## src/rtl/sdram_arb_pkg.sv

```systemverilog
// Shared types for the SDRAM arbiter: FSM state encoding, port ids and default widths.
package sdram_arb_pkg;

    typedef enum logic [1:0] {
        ST_IDLE  = 2'd0,
        ST_ISSUE = 2'd1,
        ST_WAIT  = 2'd2,
        ST_RESP  = 2'd3
    } arb_state_t;

    localparam logic PORT0 = 1'b0;
    localparam logic PORT1 = 1'b1;

    localparam int ADDR_W_DEF   = 21;
    localparam int DATA_W_DEF   = 256;
    localparam int MAX_SKIP_DEF = 4;
    localparam int CNT_W_DEF    = 32;

endpackage

```

## src/rtl/sdram_arb_stats.sv

```systemverilog
// Grant and busy-cycle counters for the SDRAM arbiter; 1-cycle update latency, wrap at 2^CNT_W.
// No backpressure: every strobe is counted in the cycle it is presented.
module sdram_arb_stats #(
    parameter int CNT_W = 32
) (
    input  logic             clk,
    input  logic             reset,
    input  logic             grant_p0,
    input  logic             grant_p1,
    input  logic             busy,
    output logic [CNT_W-1:0] stat_p0,
    output logic [CNT_W-1:0] stat_p1,
    output logic [CNT_W-1:0] stat_busy
);

    always_ff @(posedge clk) begin
        if (reset) begin
            stat_p0   <= '0;
            stat_p1   <= '0;
            stat_busy <= '0;
        end else begin
            if (grant_p0) stat_p0 <= stat_p0 + CNT_W'(1);
            if (grant_p1) stat_p1 <= stat_p1 + CNT_W'(1);
            if (busy)     stat_busy <= stat_busy + CNT_W'(1);
        end
    end

endmodule

```

## src/rtl/sdram_arbiter.sv

```systemverilog
// Two-port arbiter onto one SDRAM line controller: port 0 priority, port 1 served after MAX_SKIP skips.
// Start->sdc_start 1 cycle, sdc_done->pN_done 1 cycle; requesters hold pN_start until pN_done. SDRAM_ARB_STATS_EN adds counters.
module sdram_arbiter
    import sdram_arb_pkg::*;
#(
    parameter int ADDR_W   = ADDR_W_DEF,
    parameter int DATA_W   = DATA_W_DEF,
    parameter int MAX_SKIP = MAX_SKIP_DEF,
    parameter int CNT_W    = CNT_W_DEF
) (
    input  logic              clk,
    input  logic              reset,
    input  logic              p0_start,
    input  logic [ADDR_W-1:0] p0_addr,
    input  logic [DATA_W-1:0] p0_data,
    input  logic              p0_we,
    output logic              p0_done,
    output logic [DATA_W-1:0] p0_q,
    input  logic              p1_start,
    input  logic [ADDR_W-1:0] p1_addr,
    input  logic [DATA_W-1:0] p1_data,
    input  logic              p1_we,
    output logic              p1_done,
    output logic [DATA_W-1:0] p1_q,
    output logic              sdc_start,
    output logic [ADDR_W-1:0] sdc_addr,
    output logic [DATA_W-1:0] sdc_data,
    output logic              sdc_we,
    input  logic              sdc_done,
    input  logic [DATA_W-1:0] sdc_q,
    output logic [CNT_W-1:0]  stat_p0,
    output logic [CNT_W-1:0]  stat_p1,
    output logic [CNT_W-1:0]  stat_busy
);

    localparam int SKIP_W = $clog2(MAX_SKIP + 1);

    arb_state_t        state, state_nxt;
    logic              grant;
    logic [SKIP_W-1:0] skip;
    logic              winner;
    logic              grant_now;
    logic              resp_now;

    // Port 1 overrides port 0 only once it has been passed over MAX_SKIP times in a row.
    always_comb begin
        winner = PORT0;
        if (p1_start && (!p0_start || skip == SKIP_W'(MAX_SKIP))) winner = PORT1;
    end

    always_comb begin
        state_nxt = state;
        grant_now = 1'b0;
        resp_now  = 1'b0;
        case (state)
            ST_IDLE: begin
                if (p0_start || p1_start) begin
                    grant_now = 1'b1;
                    state_nxt = ST_ISSUE;
                end
            end
            ST_ISSUE: state_nxt = ST_WAIT;
            ST_WAIT: begin
                if (sdc_done) begin
                    resp_now  = 1'b1;
                    state_nxt = ST_RESP;
                end
            end
            ST_RESP: state_nxt = ST_IDLE;
            default: state_nxt = ST_IDLE;
        endcase
    end

    always_ff @(posedge clk) begin
        if (reset) state <= ST_IDLE;
        else       state <= state_nxt;
    end

    always_ff @(posedge clk) begin
        if (reset) begin
            grant     <= PORT0;
            skip      <= '0;
            sdc_start <= 1'b0;
            sdc_addr  <= '0;
            sdc_data  <= '0;
            sdc_we    <= 1'b0;
            p0_done   <= 1'b0;
            p1_done   <= 1'b0;
            p0_q      <= '0;
            p1_q      <= '0;
        end else begin
            sdc_start <= grant_now;
            p0_done   <= resp_now && (grant == PORT0);
            p1_done   <= resp_now && (grant == PORT1);
            if (grant_now) begin
                grant    <= winner;
                sdc_addr <= (winner == PORT1) ? p1_addr : p0_addr;
                sdc_data <= (winner == PORT1) ? p1_data : p0_data;
                sdc_we   <= (winner == PORT1) ? p1_we   : p0_we;
            end
            // Skip count only tracks a continuously waiting port 1.
            if (state == ST_IDLE) begin
                if (!p1_start || (grant_now && winner == PORT1)) skip <= '0;
                else if (grant_now)                              skip <= skip + SKIP_W'(1);
            end
            if (resp_now && grant == PORT0) p0_q <= sdc_q;
            if (resp_now && grant == PORT1) p1_q <= sdc_q;
        end
    end

`ifdef SDRAM_ARB_STATS_EN
    logic stat_g0, stat_g1, stat_bz;
    assign stat_g0 = grant_now && (winner == PORT0);
    assign stat_g1 = grant_now && (winner == PORT1);
    assign stat_bz = (state != ST_IDLE);

    sdram_arb_stats #(.CNT_W(CNT_W)) u_stats (
        .clk       (clk),
        .reset     (reset),
        .grant_p0  (stat_g0),
        .grant_p1  (stat_g1),
        .busy      (stat_bz),
        .stat_p0   (stat_p0),
        .stat_p1   (stat_p1),
        .stat_busy (stat_busy)
    );
`else
    assign stat_p0   = '0;
    assign stat_p1   = '0;
    assign stat_busy = '0;
`endif

endmodule

```

## config.mk

```make
export PLATFORM = sky130hd
export DESIGN_NAME = sdram_arbiter
export DESIGN_NICKNAME = d
export VERILOG_FILES = /design/src/rtl/sdram_arb_pkg.sv /design/src/rtl/sdram_arb_stats.sv /design/src/rtl/sdram_arbiter.sv
export SDC_FILE = /design/constraint.sdc
export NUM_CORES = 2
export LEC_CHECK = 0
export CAP_MARGIN = 10
export CORE_AREA = 2 2 656 658
export DETAILED_ROUTE_END_ITERATION = 8
export DIE_AREA = 0 0 658 660
export PLACE_DENSITY_LB_ADDON = 0.05
export SYNTH_ARGS = -nofsm -noshare
export SYNTH_HDL_FRONTEND = slang
export SYNTH_HIERARCHICAL = 1
export SYNTH_SLANG_ARGS = --single-unit
```

## constraint.sdc

```tcl
create_clock -name clk -period 1.9 [get_ports clk]
set_input_delay 0.57 -clock clk [delete_from_list [all_inputs] [get_ports clk]]
set_output_delay 0.57 -clock clk [all_outputs]
set_load 0.1 [all_outputs]
```

======== Word level (Yosys, flattened, before mapping) ========
Index checks and enable logic that the tools add are counted.
cells by class
  $add $sub $neg .......................... 1
  eq/ne operators ......................... 6
  muxes and demuxes ....................... 13
  bitwise logic cells ..................... 1
  reductions and logical operators ........ 13
operators with widths
  kind                   count
  $mux W256              1
  $mux W21               1
  $pmux W2 S4            1
  $mux W1                6
  $mux W3                2
  $eq A2 B2 Y1 const B   2
  $logic_and A1 B1 Y1    4
  $mux W2                2
  $ne A2 B2 Y1 const B   2
  $reduce_and A2 Y1      2
  $add A3 B1 Y3 const B  1
  $eq A3 B3 Y1 const B   1
  $logic_or A1 B1 Y1     3
  $eq A2 B1 Y1 const B   1
  $logic_not A1 Y1       2
  $logic_not A2 Y1       1
  $reduce_bool A2 Y1     1
  $not A1 Y1             1
storage, ports and cells
  flip-flop bits (word level) ............. 799
  bits of input ports ..................... 817
  output and inout port bits .............. 889
  word-level logic and storage cells ...... 45

======== Logic depth before layout (Yosys ltp) ========
  depth after elaboration ................. 8
  depth in mapped cells ................... 8
  gate-level depth less buffers ........... 5

======== Least setup slack after synthesis ========
OpenSTA, ideal clock, no wires.
  kind .................................... flip-flop to flip-flop
  start point ............................. reg skip[0]
  end point ............................... reg sdc_addr[0]
  library setup time ...................... 0.146 ns
  data arrival time ....................... 1.484 ns
  required time ........................... 1.754 ns
  slack ................................... 0.270 ns
  stages on the path, launching flop included .. 9
  path buffers ............................ 3
  period minus slack after synthesis ...... 1.630 ns
  cells stage by stage .................... dfxtp_1 -> inv_1 -> ha_1 -> a21bo_1 -> buf_4 -> buf_6 -> buf_6 -> a31oi_1 -> a211oi_2
on the way
  word-level cells in the longest chain between the ends .. 5
ends and longest elaborated chain
  what                    RTL line              source
  start, declared         sdram_arbiter.sv:40   logic [SKIP_W-1:0] skip;
  start signal, assigned  sdram_arbiter.sv:104  else if (grant_now) skip <= skip + SKIP_W'(1);
  $eq A3 B3 Y1            sdram_arbiter.sv:48   if (p1_start && (!p0_start || skip == SKIP_W'(MAX_SKIP))) winner = PORT1;
  $logic_or A1 B1 Y1      sdram_arbiter.sv:48
  $logic_and A1 B1 Y1     sdram_arbiter.sv:48
  $mux W1                 sdram_arbiter.sv:48
  $mux W21                sdram_arbiter.sv:97   sdc_addr <= (winner == PORT1) ? p1_addr : p0_addr;
  end signal, assigned    sdram_arbiter.sv:97
  end, declared           sdram_arbiter.sv:26   output logic [ADDR_W-1:0] sdc_addr,
No other way between the ends.
A chain may end at the register's enable or synchronous reset.

======== Final worst setup path ========
  start point ............................. reg sdc_data[73]
  end point ............................... out sdc_data[73]
RTL lines
  what                    RTL line             source
  start, declared         sdram_arbiter.sv:27  output logic [DATA_W-1:0] sdc_data,
  start signal, assigned  sdram_arbiter.sv:98  sdc_data <= (winner == PORT1) ? p1_data : p0_data;
No word-level cell between the ends.

==> summary by stage <==
Synth
The post-synthesis cell type count is 32. Of the total synthesized cell area, the portion taken by full adders, half adders and majority gates is 0.00193. The combinational family with the most area after synthesis is compound AO/OA/AOI/OAI gates. For this run, the register share of the synthesized area comes to 0.492. The XOR/XNOR share of the synthesized area is 0. The post-synth design cell area is 32500 sq um.

Of the total synthesized cell area, the portion taken by AND, OR, NAND and NOR gates is 0.154. In this run the mean area of a mapped cell was a little over 8 sq um. dfxtp_1 takes more of the synthesized area than any other cell.

Of the post-synthesis cell area, the dominant cell type holds 0.492. The total number of yosys warnings is 6. The synthesized design contains around 800 register bits. The area fraction in compound gates after synthesis is 0.271. The synthesized instance count is slightly below 4000. Ranked by total cell area, the synthesized netlist is headed by dfxtp_1 (49%), nand2_1 (12%), a21oi_1 (7.9%), a211oi_2 (7.1%), a31oi_1 (5.4%).

The portion of synthesized area spent on multiplexers is 0.

Routing
In the final routed layout, each cell accounts on average for 28.2 microns. After detailed routing, the number of remaining DRC violations is 0. The vias after detailed routing is around 38000. For this run, the detailed router's first-pass iteration total came to 5. The violation count after the first detailed-routing iteration is 1705.

The via count normalized by instance count is ~3.2. The aggregate routed wire length is around 330 mm. The remaining number of nets flagged by the antenna check after routing is 0.

Timing
The slew at the pin closest to its max-slew limit is ~0.64 ns. The final number of max-transition violations is 0. For the finished layout, the period the worst path requires is ~2.1 ns.

The final hold violation count is 0. Of the available clock period, the critical path in the final layout requires 1.09. Setup repair after global routing could not meet its margin everywhere.

The worst slew margin relative to its limit is 0.570. The maximum achievable frequency is 0.481 GHz. The minimum setup slack in the final design is -0.180 ns. Setup violations remaining at the end of the flow were counted as between 500 and 600.

The worst hold slack across all endpoints is around 0.18 ns. Setup total negative slack on the finished layout was measured at -29.42 ns. Clock skew on the completed layout was measured at just under 0.08 ns.

Placement
Routability-driven placement finished with a final weighted congestion of roughly 0.80. Detailed placement finished with a half-perimeter wire length of between 200 and 300 mm. The placed instances occupy a cell area of between 60000 and 70000 sq um.

The number of I/O port buffers is ~1600.

Flow run
The number of max-cap violations is 0.

Clocking
The sink count of the clock tree is roughly 800. The number of buffers between clock root and the deepest sink is 4. The post-CTS clock slew at the launch and capture registers of the worst setup and hold paths is around 0.06 ns. The number of buffers inserted during clock tree synthesis is around 140.

The number of hold-repair buffers added at the cts stage is 0. In this run the number of H-tree levels came out at 4. The clock latency on the worst-skew pair is approximately 0.86 ns. The clock tree root buffer cell is clkbuf_16. TritonCTS built the clock tree.

Floorplan
The placeable core region is ~430000 sq um. roughly 1700 I/O pins were placed. The die outline width is around 660 microns.

The effective utilization at floorplan is 0.0761. The die covers between 400000 and 500000 sq um. Row generation in the floorplan step produced 240 rows. The height of the die is 660 microns.

Worst setup path
In this run the register-to-register setup slack is about 0.050 ns. The type of the worst setup path is flip-flop to output port. The data required time of the critical path is 1.33 ns.

At the worst endpoint, the arrival time is around 1.5 ns. The signal on the critical path passes through buf_6, buf_12. In this run the worst path has a maximum fanout of 2. The slowest stage of the critical path is the dfxtp_2 cell. Broken down by cell family, the worst path's largest delay share belongs to flip-flops.

The sort of element at the start of the critical path is a flip-flop. In this design, the stage delay of the slowest critical-path cell is 0.35 ns. The count of buffering cells on the critical path with inverters included is 2.

STA classifies the critical path endpoint as an output port.

Power and ir drop
The final total power is slightly above 100 mW. The cell area power density is roughly 1400 nW/um^2. The leakage power summed over all cells is approximately 25 nW. The maximum vdd ir drop is roughly 0.00063 V.

Cells and area
For this run, the share of the core covered by cells in the final layout is 0.171. The finished cells cover approximately 73000 sq um. The layout filler cell count is between 40000 and 50000. In the final layout, the share of cells above drive strength 1 is 0.419. Summing all flip-flop and latch instances after layout gives between 15000 and 20000 sq um.

The count of nets after finishing is 6645. The multi-input combinational cells in the finished layout cover a total of between 10000 and 15000 sq um. The layout-stage area growth over the synthesis result is 124%.

Global route
The total overflow left after global routing is 0. The via count of the first global-routing pass came to approximately 38000. The global-route usage over all layers is 0.144.

The maximum number of pins on one net before global-route repair is between 60 and 70. The initial antenna violation count is ~240. The wire length of the first global-routing pass is about 420 mm.

Min path
The path class of the lowest-slack min-delay path is primary input to flip-flop.

Run status
The final reports fail on setup timing. The flow ran to the end, but the final reports show violations.
==> synth_stat cells <==
cell type,count
ha_1,5
dfxtp_1,799
nor2_1,284
and3b_1,1
a21oi_1,515
a21boi_4,1
conb_1,1
nand3b_1,1
buf_4,107
and3_1,1
nor2b_1,2
buf_1,18
clkbuf_1,179
nand2_1,1026
a211oi_2,185
o21ai_0,254
buf_2,155
buf_6,25
nor3b_1,2
inv_2,1
o21ba_2,1
nand4b_1,1
inv_1,5
a31o_2,1
o21a_1,2
a32oi_1,1
nand3_1,3
a21bo_1,1
a211oi_1,93
o21ai_1,27
a31oi_1,278
and2_1,1
==> worst paths after layout <==
path | from | cells after the start | to
worst min register to register | p0_q[2] | 2 | p0_q[2]
worst min-delay path | reset | 3 | sdc_data[38]
worst max register to register | skip[0] | 8 | sdc_data[146]
worst max-delay path | sdc_data[73] | 2 | sdc_data[73]
==> metrics by stage <==
step	instances	worst slack, ns
2_1_floorplan	4071	0.270
6_report	11600	-0.180
3_5_place_dp	11200	-1.06
3_3_place_gp	11200	-1.06
5_1_grt	11600	-0.277
4_1_cts	11500	-0.322
==> per-layer routing <==
| metal | GRT usage | part of all wire | up-vias | routed length (microns) |
|---|---|---|---|---|
| met5 | 0 | 0.0024 | - | 792 |
| met4 | 0.0292 | 0.024 | 122 | 7800 |
| met3 | 0.0518 | 0.076 | 586 | 24900 |
| met2 | 0.269 | 0.52 | 1341 | 171000 |
| met1 | 0.155 | 0.38 | 18200 | 124000 |
| li1 | - | - | 17300 | - |
==> cell type report <==
class / instances / area share
multi-input combinational: 2782 / 0.197
inverter: 6 / 0.000412
tap: 5687 / 0.0976
timing repair buffer: 2096 / 0.404
clock buffer: 209 / 0.0562
clock inverter: 26 / 0.00330
antenna: 35 / 0.00120
sequential: 799 / 0.240
==> flip-flops by register name, summed over array words and instances, names as in the netlist <==
| register | count |
|---|---|
| sdc_start | 1 |
| sdc_we | 1 |
| p1_done | 1 |
| state | 2 |
| sdc_addr | 21 |
| sdc_data | 256 |
| p1_q | 256 |
| skip | 3 |
| grant | 1 |
| p0_done | 1 |
| p0_q | 256 |
==> cells in the final DEF, fill, tap and decap left out, drive strengths merged, types with 2 or more instances in the layout <==
master / count
buf: 1278
o21ai: 281
nor2: 284
clkdlybuf4s50: 814
a21oi: 515
nand3: 3
o21a: 2
bufinv: 3
nor3b: 2
conb: 96
clkinv: 16
nor2b: 2
ha: 5
clkinvlp: 2
inv: 11
a31oi: 278
diode: 35
dfxtp: 799
clkbuf: 213
a211oi: 278
nand2: 1026
==> power breakdown <==
group / switching (mW) / internal (mW) / leakage [nW]
sequential: 3.99 / 20.5 / 6.92
clock: 10.5 / 15.2 / 2.13
combinational: 34.5 / 18.5 / 16.2
==> tightest hold or removal path: stages <==
cell      delay (ns)
buf_8           0.11
buf_12          0.19
a211oi_1        0.07
==> cells by family after synthesis <==
| group | count (synthesis) |
|---|---|
| AOI/OAI and AO/OA | 1359 |
| and+or+nand+nor | 1322 |
| DFF | 799 |
| buffers and inverters | 490 |
| adders and majority gates | 5 |
| other | 1 |
==> repair_timing <==
item | 4_1_cts | 5_1_grt
setup buffers | 61 | 88
cloned | 0 | 4
resized for setup | 960 | 65
endpoints found under the setup margin | 978 | 878
pin swaps | 2 | 0
Power figures use the tool's default switching activity.
